===== src/rtl/fsab_arb_sched_pkg.sv =====
// Shared types for the FSAB round-robin scheduler: request field widths,
// FSM state encodings, the request bundle struct and a pointer wrap helper.
package fsab_arb_sched_pkg;

    localparam int REQ_HI  = 0;
    localparam int DID_HI  = 3;
    localparam int ADDR_HI = 30;
    localparam int LEN_HI  = 2;
    localparam int DATA_HI = 63;
    localparam int MASK_HI = 7;

    typedef enum logic [1:0] {
        FSAB_ARB_ST_IDLE  = 2'd0,
        FSAB_ARB_ST_START = 2'd1,
        FSAB_ARB_ST_BUSY  = 2'd2
    } fsab_arb_st_e;

    typedef struct packed {
        logic [REQ_HI:0]  mode;
        logic [DID_HI:0]  did;
        logic [DID_HI:0]  subdid;
        logic [ADDR_HI:0] addr;
        logic [LEN_HI:0]  len;
        logic [DATA_HI:0] data;
        logic [MASK_HI:0] mask;
    } fsab_req_t;

    // Next port after v, wrapping to 0 past the last of n ports.
    function automatic int wrap_inc(input int v, input int n);
        return (v + 1 >= n) ? 0 : v + 1;
    endfunction

endpackage


===== src/rtl/fsab_arb_sched_if.sv =====
// Bus between the per-master arbiter FIFOs (slave side) and the scheduler
// (master side), including the muxed downstream FSAB request.
interface fsab_arb_sched_if
    import fsab_arb_sched_pkg::*;
#(
    parameter int NUM_PORTS = 4
);

    logic [NUM_PORTS-1:0]             fifo_empty_b;
    logic [NUM_PORTS-1:0]             fifo_active;
    logic [NUM_PORTS-1:0]             fifo_start;
    logic [NUM_PORTS-1:0]             fifo_valid;
    logic [NUM_PORTS*(REQ_HI+1)-1:0]  fifo_mode;
    logic [NUM_PORTS*(DID_HI+1)-1:0]  fifo_did;
    logic [NUM_PORTS*(DID_HI+1)-1:0]  fifo_subdid;
    logic [NUM_PORTS*(ADDR_HI+1)-1:0] fifo_addr;
    logic [NUM_PORTS*(LEN_HI+1)-1:0]  fifo_len;
    logic [NUM_PORTS*(DATA_HI+1)-1:0] fifo_data;
    logic [NUM_PORTS*(MASK_HI+1)-1:0] fifo_mask;

    logic             fsabo_valid;
    logic [REQ_HI:0]  fsabo_mode;
    logic [DID_HI:0]  fsabo_did;
    logic [DID_HI:0]  fsabo_subdid;
    logic [ADDR_HI:0] fsabo_addr;
    logic [LEN_HI:0]  fsabo_len;
    logic [DATA_HI:0] fsabo_data;
    logic [MASK_HI:0] fsabo_mask;

    modport master (
        input  fifo_empty_b, fifo_active, fifo_valid, fifo_mode, fifo_did,
               fifo_subdid, fifo_addr, fifo_len, fifo_data, fifo_mask,
        output fifo_start, fsabo_valid, fsabo_mode, fsabo_did, fsabo_subdid,
               fsabo_addr, fsabo_len, fsabo_data, fsabo_mask
    );

    modport slave (
        output fifo_empty_b, fifo_active, fifo_valid, fifo_mode, fifo_did,
               fifo_subdid, fifo_addr, fifo_len, fifo_data, fifo_mask,
        input  fifo_start, fsabo_valid, fsabo_mode, fsabo_did, fsabo_subdid,
               fsabo_addr, fsabo_len, fsabo_data, fsabo_mask
    );

endinterface


===== src/rtl/fsab_rr_pick.sv =====
// Round-robin picker: first set request bit at or after ptr, wrapping.
// The request vector is doubled so the wrap becomes a plain upward search.
module fsab_rr_pick #(
    parameter int NUM_PORTS = 4,
    parameter int IDX_HI    = 1
) (
    input  logic [NUM_PORTS-1:0] req,
    input  logic [IDX_HI:0]      ptr,
    output logic                 any,
    output logic [IDX_HI:0]      idx
);

    localparam int IW = IDX_HI + 1;

    logic [2*NUM_PORTS-1:0] dbl;

    assign dbl = {req, req};
    assign any = |req;

    // Scanning downward lets the lowest qualifying position win without a found flag.
    always_comb begin
        // NOTE: every output of a combinational block gets a default first so no path can infer a latch.
        idx = '0;
        for (int i = 2*NUM_PORTS - 1; i >= 0; i--) begin
            if (i >= int'(ptr) && dbl[i]) idx = IW'(i % NUM_PORTS);
        end
    end

endmodule


===== src/rtl/fsab_arb_sched.sv =====
// Round-robin scheduler granting one per-master FSAB FIFO at a time onto the
// shared downstream request bus, with a sticky stall detector.
module fsab_arb_sched
    import fsab_arb_sched_pkg::*;
#(
    parameter int NUM_PORTS = 4,
    parameter int IDX_HI    = 1,
    parameter int STALL_MAX = 1023
) (
    input  logic                  clk,
    input  logic                  rst_b,
    fsab_arb_sched_if.master      bus,
    output logic [IDX_HI:0]       grant_idx,
    output logic                  busy,
    output logic                  stall_err
);

    localparam int          IW        = IDX_HI + 1;
    localparam logic [9:0]  STALL_LIM = 10'(STALL_MAX);

    fsab_arb_st_e          state_q, state_d;
    logic [IDX_HI:0]       grant_q, grant_d;
    logic [IDX_HI:0]       ptr_q, ptr_d, ptr_next;
    logic [IDX_HI:0]       pick_idx;
    logic                  pick_any;
    logic [9:0]            cnt_q, cnt_d;
    logic                  err_q, err_d;
    logic [NUM_PORTS-1:0]  start_vec;
    fsab_req_t             sel;

    fsab_rr_pick #(
        .NUM_PORTS (NUM_PORTS),
        .IDX_HI    (IDX_HI)
    ) u_pick (
        .req (bus.fifo_empty_b),
        .ptr (ptr_q),
        .any (pick_any),
        .idx (pick_idx)
    );

    assign ptr_next = IW'(wrap_inc(int'(grant_q), NUM_PORTS));

    always_comb begin
        state_d   = state_q;
        grant_d   = grant_q;
        ptr_d     = ptr_q;
        cnt_d     = cnt_q;
        err_d     = err_q;
        start_vec = '0;
        case (state_q)
            FSAB_ARB_ST_IDLE: begin
                if (pick_any) begin
                    grant_d = pick_idx;
                    state_d = FSAB_ARB_ST_START;
                end
            end
            FSAB_ARB_ST_START: begin
                start_vec = NUM_PORTS'(1) << grant_q;
                cnt_d     = '0;
                state_d   = FSAB_ARB_ST_BUSY;
            end
            FSAB_ARB_ST_BUSY: begin
                // Timeout wins over a coincident active drop so the error is never missed.
                if (cnt_q == STALL_LIM) begin
                    err_d   = 1'b1;
                    state_d = FSAB_ARB_ST_IDLE;
                    ptr_d   = ptr_next;
                end else if (!bus.fifo_active[grant_q]) begin
                    state_d = FSAB_ARB_ST_IDLE;
                    ptr_d   = ptr_next;
                end else begin
                    cnt_d = cnt_q + 10'd1;
                end
            end
            default: state_d = FSAB_ARB_ST_IDLE;
        endcase
    end

    always_ff @(posedge clk or negedge rst_b) begin
        if (!rst_b) begin
            state_q <= FSAB_ARB_ST_IDLE;
            grant_q <= '0;
            ptr_q   <= '0;
            cnt_q   <= '0;
            err_q   <= 1'b0;
        end else begin
            // NOTE: state registers use non-blocking assignment so every flop samples pre-edge values.
            state_q <= state_d;
            grant_q <= grant_d;
            ptr_q   <= ptr_d;
            cnt_q   <= cnt_d;
            err_q   <= err_d;
        end
    end

    always_comb begin
        int gi;
        gi         = int'(grant_q);
        sel.mode   = bus.fifo_mode  [gi*(REQ_HI+1)  +: REQ_HI+1];
        sel.did    = bus.fifo_did   [gi*(DID_HI+1)  +: DID_HI+1];
        sel.subdid = bus.fifo_subdid[gi*(DID_HI+1)  +: DID_HI+1];
        sel.addr   = bus.fifo_addr  [gi*(ADDR_HI+1) +: ADDR_HI+1];
        sel.len    = bus.fifo_len   [gi*(LEN_HI+1)  +: LEN_HI+1];
        sel.data   = bus.fifo_data  [gi*(DATA_HI+1) +: DATA_HI+1];
        sel.mask   = bus.fifo_mask  [gi*(MASK_HI+1) +: MASK_HI+1];
    end

    assign bus.fifo_start   = start_vec;
    assign bus.fsabo_valid  = bus.fifo_valid[grant_q] & (state_q != FSAB_ARB_ST_IDLE);
    assign bus.fsabo_mode   = sel.mode;
    assign bus.fsabo_did    = sel.did;
    assign bus.fsabo_subdid = sel.subdid;
    assign bus.fsabo_addr   = sel.addr;
    assign bus.fsabo_len    = sel.len;
    assign bus.fsabo_data   = sel.data;
    assign bus.fsabo_mask   = sel.mask;

    assign grant_idx = grant_q;
    assign busy      = (state_q != FSAB_ARB_ST_IDLE);
    assign stall_err = err_q;

    // Out_valid from a port that does not hold the grant is dropped by the mux; flag it.
    always_ff @(posedge clk) begin
        if (rst_b && state_q != FSAB_ARB_ST_IDLE) begin
            assert ((bus.fifo_valid & ~(NUM_PORTS'(1) << grant_q)) == '0)
                else $warning("fsab_arb_sched: out_valid from ungranted port ignored");
        end
    end

endmodule

===== src/flat_wrapper.sv =====
// flat-port wrapper written by rule: the top's interface ports become plain ports
module fsab_arb_sched_flat import fsab_arb_sched_pkg::*;
#(
    parameter int NUM_PORTS = 4,
    parameter int IDX_HI    = 1,
    parameter int STALL_MAX = 1023
)
  (clk, rst_b, grant_idx, busy, stall_err, bus_fifo_empty_b, bus_fifo_active, bus_fifo_valid, bus_fifo_mode, bus_fifo_did, bus_fifo_subdid, bus_fifo_addr, bus_fifo_len, bus_fifo_data, bus_fifo_mask, bus_fifo_start, bus_fsabo_valid, bus_fsabo_mode, bus_fsabo_did, bus_fsabo_subdid, bus_fsabo_addr, bus_fsabo_len, bus_fsabo_data, bus_fsabo_mask);
  fsab_arb_sched_if #(.NUM_PORTS(NUM_PORTS)) bus_i ();
  input  logic clk;
  input  logic rst_b;
  output logic [IDX_HI:0] grant_idx;
  output logic busy;
  output logic stall_err;
  input wire logic [$bits(bus_i.fifo_empty_b)-1:0] bus_fifo_empty_b;
  input wire logic [$bits(bus_i.fifo_active)-1:0] bus_fifo_active;
  input wire logic [$bits(bus_i.fifo_valid)-1:0] bus_fifo_valid;
  input wire logic [$bits(bus_i.fifo_mode)-1:0] bus_fifo_mode;
  input wire logic [$bits(bus_i.fifo_did)-1:0] bus_fifo_did;
  input wire logic [$bits(bus_i.fifo_subdid)-1:0] bus_fifo_subdid;
  input wire logic [$bits(bus_i.fifo_addr)-1:0] bus_fifo_addr;
  input wire logic [$bits(bus_i.fifo_len)-1:0] bus_fifo_len;
  input wire logic [$bits(bus_i.fifo_data)-1:0] bus_fifo_data;
  input wire logic [$bits(bus_i.fifo_mask)-1:0] bus_fifo_mask;
  output wire logic [$bits(bus_i.fifo_start)-1:0] bus_fifo_start;
  output wire logic [$bits(bus_i.fsabo_valid)-1:0] bus_fsabo_valid;
  output wire logic [$bits(bus_i.fsabo_mode)-1:0] bus_fsabo_mode;
  output wire logic [$bits(bus_i.fsabo_did)-1:0] bus_fsabo_did;
  output wire logic [$bits(bus_i.fsabo_subdid)-1:0] bus_fsabo_subdid;
  output wire logic [$bits(bus_i.fsabo_addr)-1:0] bus_fsabo_addr;
  output wire logic [$bits(bus_i.fsabo_len)-1:0] bus_fsabo_len;
  output wire logic [$bits(bus_i.fsabo_data)-1:0] bus_fsabo_data;
  output wire logic [$bits(bus_i.fsabo_mask)-1:0] bus_fsabo_mask;
  assign bus_i.fifo_empty_b = bus_fifo_empty_b;
  assign bus_i.fifo_active = bus_fifo_active;
  assign bus_i.fifo_valid = bus_fifo_valid;
  assign bus_i.fifo_mode = bus_fifo_mode;
  assign bus_i.fifo_did = bus_fifo_did;
  assign bus_i.fifo_subdid = bus_fifo_subdid;
  assign bus_i.fifo_addr = bus_fifo_addr;
  assign bus_i.fifo_len = bus_fifo_len;
  assign bus_i.fifo_data = bus_fifo_data;
  assign bus_i.fifo_mask = bus_fifo_mask;
  assign bus_fifo_start = bus_i.fifo_start;
  assign bus_fsabo_valid = bus_i.fsabo_valid;
  assign bus_fsabo_mode = bus_i.fsabo_mode;
  assign bus_fsabo_did = bus_i.fsabo_did;
  assign bus_fsabo_subdid = bus_i.fsabo_subdid;
  assign bus_fsabo_addr = bus_i.fsabo_addr;
  assign bus_fsabo_len = bus_i.fsabo_len;
  assign bus_fsabo_data = bus_i.fsabo_data;
  assign bus_fsabo_mask = bus_i.fsabo_mask;
  fsab_arb_sched #(.NUM_PORTS(NUM_PORTS), .IDX_HI(IDX_HI), .STALL_MAX(STALL_MAX)) u_core (.clk(clk), .rst_b(rst_b), .bus(bus_i), .grant_idx(grant_idx), .busy(busy), .stall_err(stall_err));
endmodule

===== config.mk =====
export PLATFORM = sky130hd
export DESIGN_NAME = fsab_arb_sched_flat
export DESIGN_NICKNAME = d
export VERILOG_FILES = /design/src/rtl/fsab_arb_sched_pkg.sv /design/src/rtl/fsab_arb_sched_if.sv /design/src/rtl/fsab_rr_pick.sv /design/src/rtl/fsab_arb_sched.sv /design/src/flat_wrapper.sv
export SDC_FILE = /design/constraint.sdc
export NUM_CORES = 1
export LEC_CHECK = 0
export BUFFER_PORTS_ARGS = -buffer_cell sky130_fd_sc_hd__buf_2
export CAP_MARGIN = 20
export CORE_AREA = 2 2 233 235
export DETAILED_ROUTE_END_ITERATION = 10
export DIE_AREA = 0 0 235 237
export PLACE_DENSITY = 0.32
export RECOVER_POWER = 100
export SKIP_CTS_REPAIR_TIMING = 1
export SKIP_LAST_GASP = 1
export SLEW_MARGIN = 20
export SYNTH_ARGS = -nofsm -noshare
export SYNTH_HDL_FRONTEND = slang
export SYNTH_HIERARCHICAL = 1
export SYNTH_SLANG_ARGS = --single-unit

===== constraint.sdc =====
create_clock -name clk -period 5.4 [get_ports clk]
set_input_delay 1.08 -clock clk [delete_from_list [all_inputs] [get_ports clk]]
set_output_delay 1.08 -clock clk [all_outputs]
set_load 0.03 [all_outputs]

After elaboration in Yosys (flattened, before gate mapping)

Cells that the tools add are included.

Add/sub/neg operators: 2
$mul: 2
Magnitude comparators: 5
Equal/unequal tests: 8
Shift operators: 8
Muxes and demuxes: 22
Bitwise logic cells: 1
Reduce and logical (&&, ||, !) cells: 12

Operator list:

| operator                | number |
|---|---|
| $shiftx A256 B9 Y64     | 1 |
| $shiftx A124 B32 Y31    | 1 |
| $shiftx A12 B32 Y3      | 1 |
| $shiftx A16 B5 Y4       | 2 |
| $shiftx A32 B6 Y8       | 1 |
| $mux W2                 | 13 |
| $mux W10                | 2 |
| $pmux W10 S2            | 1 |
| $add A10 B1 Y10 const B | 1 |
| $eq A10 B10 Y1 const B  | 1 |
| $reduce_and A2 Y1       | 4 |
| $mul A2 B5 Y7 const B   | 1 |
| $ne A2 B1 Y1 const B    | 3 |
| $pmux W2 S3             | 1 |
| $bmux W1 S2             | 2 |
| $ge A1 B2 Y1 const A    | 2 |
| $mul A2 B2 Y4 const B   | 1 |
| $mux W4                 | 1 |
| $reduce_bool A2 Y1      | 2 |
| $reduce_or A4 Y1        | 1 |
| $shiftx A4 B3 Y1        | 1 |
| $shl A1 B2 Y4 const A   | 1 |
| $add A2 B1 Y3 const B   | 1 |
| $ge A3 B3 Y1 const B    | 1 |
| other kinds (11)        | 14 |

Bits in registers: 17
Bits of input ports: 474
Output and inout port bits: 124
Logic and storage cells: 65

Longest topological paths before layout

Depth in word-level cells: 7
Gate-level depth with buffers: 6
Depth with buffers taken out: 5

Hierarchy

Netlist, hierarchy kept.

Modules (own cells, without submodules):

| module         | instances | cells an instance | area an instance (um^2) | seq. area each (um^2) |
|---|---|---|---|---|
| fsab_arb_sched | 1         | 250               | 3,782.4                 | 425.4 |
| fsab_rr_pick   | 1         | 12                | 77.6                    | 0.0 |

Least setup slack after synthesis

Ideal clock, no wire load.

Path type: reg-to-output
Start: register u_core.grant_q[0] (netlist: u_core/grant_idx[0])
End: output port bus_fsabo_addr[30]
Data arrival time: 1.877 ns
Data required time: 4.320 ns
Slack: 2.443 ns
Stages on the path, launching flop included: 4
Buffers on the path: 2
Path through: dfrtp_1 buf_2 buf_2 mux4_2

Longest elaborated chain between the ends: 2

RTL lines:

| element                | RTL line              | source |
|---|---|---|
| from (decl)            | fsab_arb_sched.sv:22  | `logic [IDX_HI:0] grant_q, grant_d;` |
| from (signal assigned) | fsab_arb_sched.sv:89  | `grant_q <= grant_d;` |
| $mul A2 B5 Y7          | fsab_arb_sched.sv:102 | `sel.addr = bus.fifo_addr [gi*(ADDR_HI+1) +: ADDR_HI+1];` |
| $shiftx A124 B32 Y31   | fsab_arb_sched.sv:102 |  |
| to (decl)              | flat_wrapper.sv:30    | `output wire logic [$bits(bus_i.fsabo_addr)-1:0] bus_fsabo_addr;` |

No other way between the ends.

Worst setup path after layout

Start: register u_core.grant_q[1] (netlist: u_core/grant_idx[1])
End: output port bus_fsabo_addr[17]

Same word-level chain as after synthesis.

==> metrics.log <==
INFO  metric outcome = finished with violations
INFO  metric r2r_worst_path_depth = 6
INFO  metric synth_mux_area_share = 70.02%
INFO  metric mostFrequentLayoutCells = buf_2 (473), clkbuf_1 (126), mux4_2 (117)
INFO  metric fp.dieH = 237 um
INFO  metric arrival_time_of_the_worst_setup_path = 3210 ps
INFO  metric critical_path_peak_fanout = 70
INFO  metric startpoint_to_endpoint_class_of_the_critical_path = register to output port
INFO  metric powerDensity = about 500 nW/um^2
INFO  metric whs = slightly below 500 ps
INFO  metric syn-num-nets = 745
INFO  metric violations = capacitance limit, slew limit
INFO  metric wire_per_inst = approximately 21 um
INFO  metric fillerInstances = 6137
INFO  metric cts_tree = yes
INFO  metric total_leakage_power = between 0.003 and 0.004 uW
INFO  metric post_synth_inst_count = 262
INFO  metric gp_routability_congestion = approximately 0.85
INFO  metric setup_viol = 0
INFO  metric first_global_vias = 5772
INFO  metric grt_start_max_net_pins = between 70 and 80
INFO  metric drt_pass1_iterations = 4
INFO  metric max-vdd-ir-drop = roughly 0.18 mV
INFO  metric grt_util_all_layers = between 10% and 20%
INFO  metric finish.net_count = approximately 1.3k
INFO  metric worstReg2RegStart = u_core/grant_idx[1]
INFO  metric starting_density_of_the_core = 7.244%
INFO  metric min_period_over_period = between 70 and 80%
INFO  metric crit_required = between 4000 and 5000 ps
INFO  metric num_rows = 85
INFO  metric io_pins = approximately 600
INFO  metric via_count = between 5k and 6k
INFO  metric layout-area-overhead-vs-synth = 96.99%
INFO  metric final-hold-violation-count = 0
INFO  metric clk_pin_slew_worst_paths = approximately 60 ps
INFO  metric timing.final.max_slew_violations = 38
INFO  metric worst-r2r-setup-slack = between 1500 and 2000 ps
INFO  metric clock_path_buffers = 2
INFO  metric share_of_the_synthesized_area_in_compound_gates_ao_oa_aoi_oai = under 10%
INFO  metric routed_via_density = ~3.5
INFO  metric die_width = approximately 240 um
INFO  metric finClkSkew = roughly 2.0 ps
INFO  metric dieArea = 55700 um^2
INFO  metric tightest_slew = roughly 1800 ps
INFO  metric final.setup.tns = 0 ps
INFO  metric core_area = around 53000 um^2
INFO  metric crit_path_end_kind = output port
INFO  metric yosys.area_share.adder = 2.917%
INFO  metric cts_inserted_buffers = 3
INFO  metric synth-seq-area-share = 11.02%
INFO  metric hold_end = u_core/stall_err
INFO  metric final_antenna_net_count = 0
INFO  metric worst_skew_pair.late_latency = 250 ps
INFO  metric avgSynthCellArea = 14.73 um^2
INFO  metric count_of_different_cell_masters_after_synthesis = 36
INFO  metric cts.sinks = 17
INFO  metric place_ws = between 2000 and 2500 ps
INFO  metric detail_route.iter0.violations = around 240
INFO  metric type_of_origin_of_the_critical_path = register
INFO  metric period_minus_slack = 4290 ps
INFO  metric synthDominantAreaCellType = mux4_2
INFO  metric most_common_cell_after_layout_fill_and_taps_aside = buf_2
INFO  metric routed_wirelength = 32.17 mm
INFO  metric synthesized_cell_area = between 3000 and 4000 um^2
INFO  metric grt_first_pass_wirelength = around 44 mm
INFO  metric setup_slack = approximately 1100 ps
INFO  metric synth_top_family_by_area = multiplexers
INFO  metric whs_path_depth = 1
INFO  metric synth-warning-count = 6
INFO  metric io_buffers = 597
INFO  metric clock-root-buffer = clkbuf_16
INFO  metric grt_antenna_before_repair = 10
INFO  metric post_route_cells_drive_above_1_share = a little under three quarters
INFO  metric drc_errors = 0
INFO  metric synthDominantCellAreaShare = around 68%
INFO  metric synth_simple_gate_area_share = roughly 7%
INFO  metric fmaxAchievable = about 230 MHz
INFO  metric min_path_type = register to register
INFO  metric synth_area_leaders = mux4_2 (68%), dfrtp_1 (11%), ha_1 (2.9%), buf_2 (1.9%), nand3_1 (1.4%)
INFO  metric synth-xor-area-share = 0%
INFO  metric reg2reg_to = u_core/state_q[0]
INFO  metric holdCritStartpoint = u_core/stall_err
INFO  metric timing.max_cap.violations = 1
INFO  metric post_route_utilization = about 14%
INFO  metric relSlewSlack = -22.69%
INFO  metric grt_remaining_overflow = 0
INFO  metric rsz0062_at_grt = false
INFO  metric post-dp-hpwl = just under 30 mm
INFO  metric postSynthRegisterBits = 17
INFO  metric htreeDepth = 1
logic make-up (layout without fill, tap and decap cells):
group,count (synthesis),after routing
and+or+nand+nor,48,48
buffers and inverters,40,620
AOI/OAI and AO/OA,25,25
DFF,17,17
muxes,123,123
adders and majority gates,9,9
other,0,5
worst max-delay path by stage:
stage	start	endpoint	slack, ps
2_1_floorplan	u_core/grant_idx[0]	bus_fsabo_addr[30]	2440
3_3_place_gp	u_core/grant_idx[0]	bus_fsabo_addr[19]	2010
3_5_place_dp	u_core/grant_idx[0]	bus_fsabo_addr[19]	2010
4_1_cts	u_core/grant_idx[0]	bus_fsabo_addr[19]	1730
5_1_grt	u_core/grant_idx[1]	bus_fsabo_addr[13]	980
6_report	u_core/grant_idx[1]	bus_fsabo_addr[17]	1110
sequential cells by signal, indices dropped and copies added, names as in the netlist:
register / count
u_core/ptr_q: 2
u_core/grant_idx: 2
u_core/state_q: 2
u_core/cnt_q: 10
u_core/stall_err: 1
worst max-delay path: stages (launching register included):
cell and delay [ps]:
dfrtp_1 1560, buf_12 380, mux4_2 450, clkbuf_1 380
synthesized netlist by cell type:
master and n:
a211oi_2 1, nor3b_1 1, a211oi_1 1, clkbuf_1 5, and3_1 1, o31ai_2 1
mux4_2 117, inv_1 10, o41ai_1 1, nand2_1 14, inv_2 1, a41o_1 1
o21ba_1 1, dfrtp_1 17, o21ai_1 1, a21oi_1 3, clkinv_1 1, nand4_1 4
o221ai_1 2, or4_1 6, nand2b_1 1, buf_1 8, nand3_1 11, o21ai_0 4
o311ai_1 1, mux2_1 4, ha_1 9, mux2_2 2, o22ai_1 1, a22o_1 1
and2_1 7, a21boi_1 1, buf_2 15, nor2_1 1, and4_1 2, o211ai_1 5
layout make-up:
type / instances / area [um^2] / area share [%]
Antenna cell: 5 / 12.51 / 0.1646
Clock buffer: 4 / 78.83 / 1.037
Inverter: 12 / 45.04 / 0.5924
Multi-Input combinational cell: 205 / 3261 / 42.88
Sequential cell: 17 / 429.2 / 5.644
Tap cell: 696 / 870.8 / 11.45
Timing Repair Buffer: 604 / 2907 / 38.23
report_power, final:
part	total [uW]	internal (uW)	switching, uW
registers	291	153	137
logic	3360	1210	2140
clock network	153	100	53.0
metrics by stage:
step,std cells,area [um^2],power [uW]
2_1_floorplan,262,3860,2673
3_3_place_gp,1534,7680,3865
3_5_place_dp,1534,7680,3849
4_1_cts,1538,7759,4029
5_1_grt,1541,7599,4032
6_report,1543,7604,3799
routing by layer:
metal	up-vias	wire [um]	GRT usage [%]
met2	285	16940	20.04
met3	22	1996	2.203
li1	2356	-	-
met5	-	21	0
met4	4	352	1.592
met1	2659	12870	13.23
Note: power is estimated with default switching activity, not from simulation.
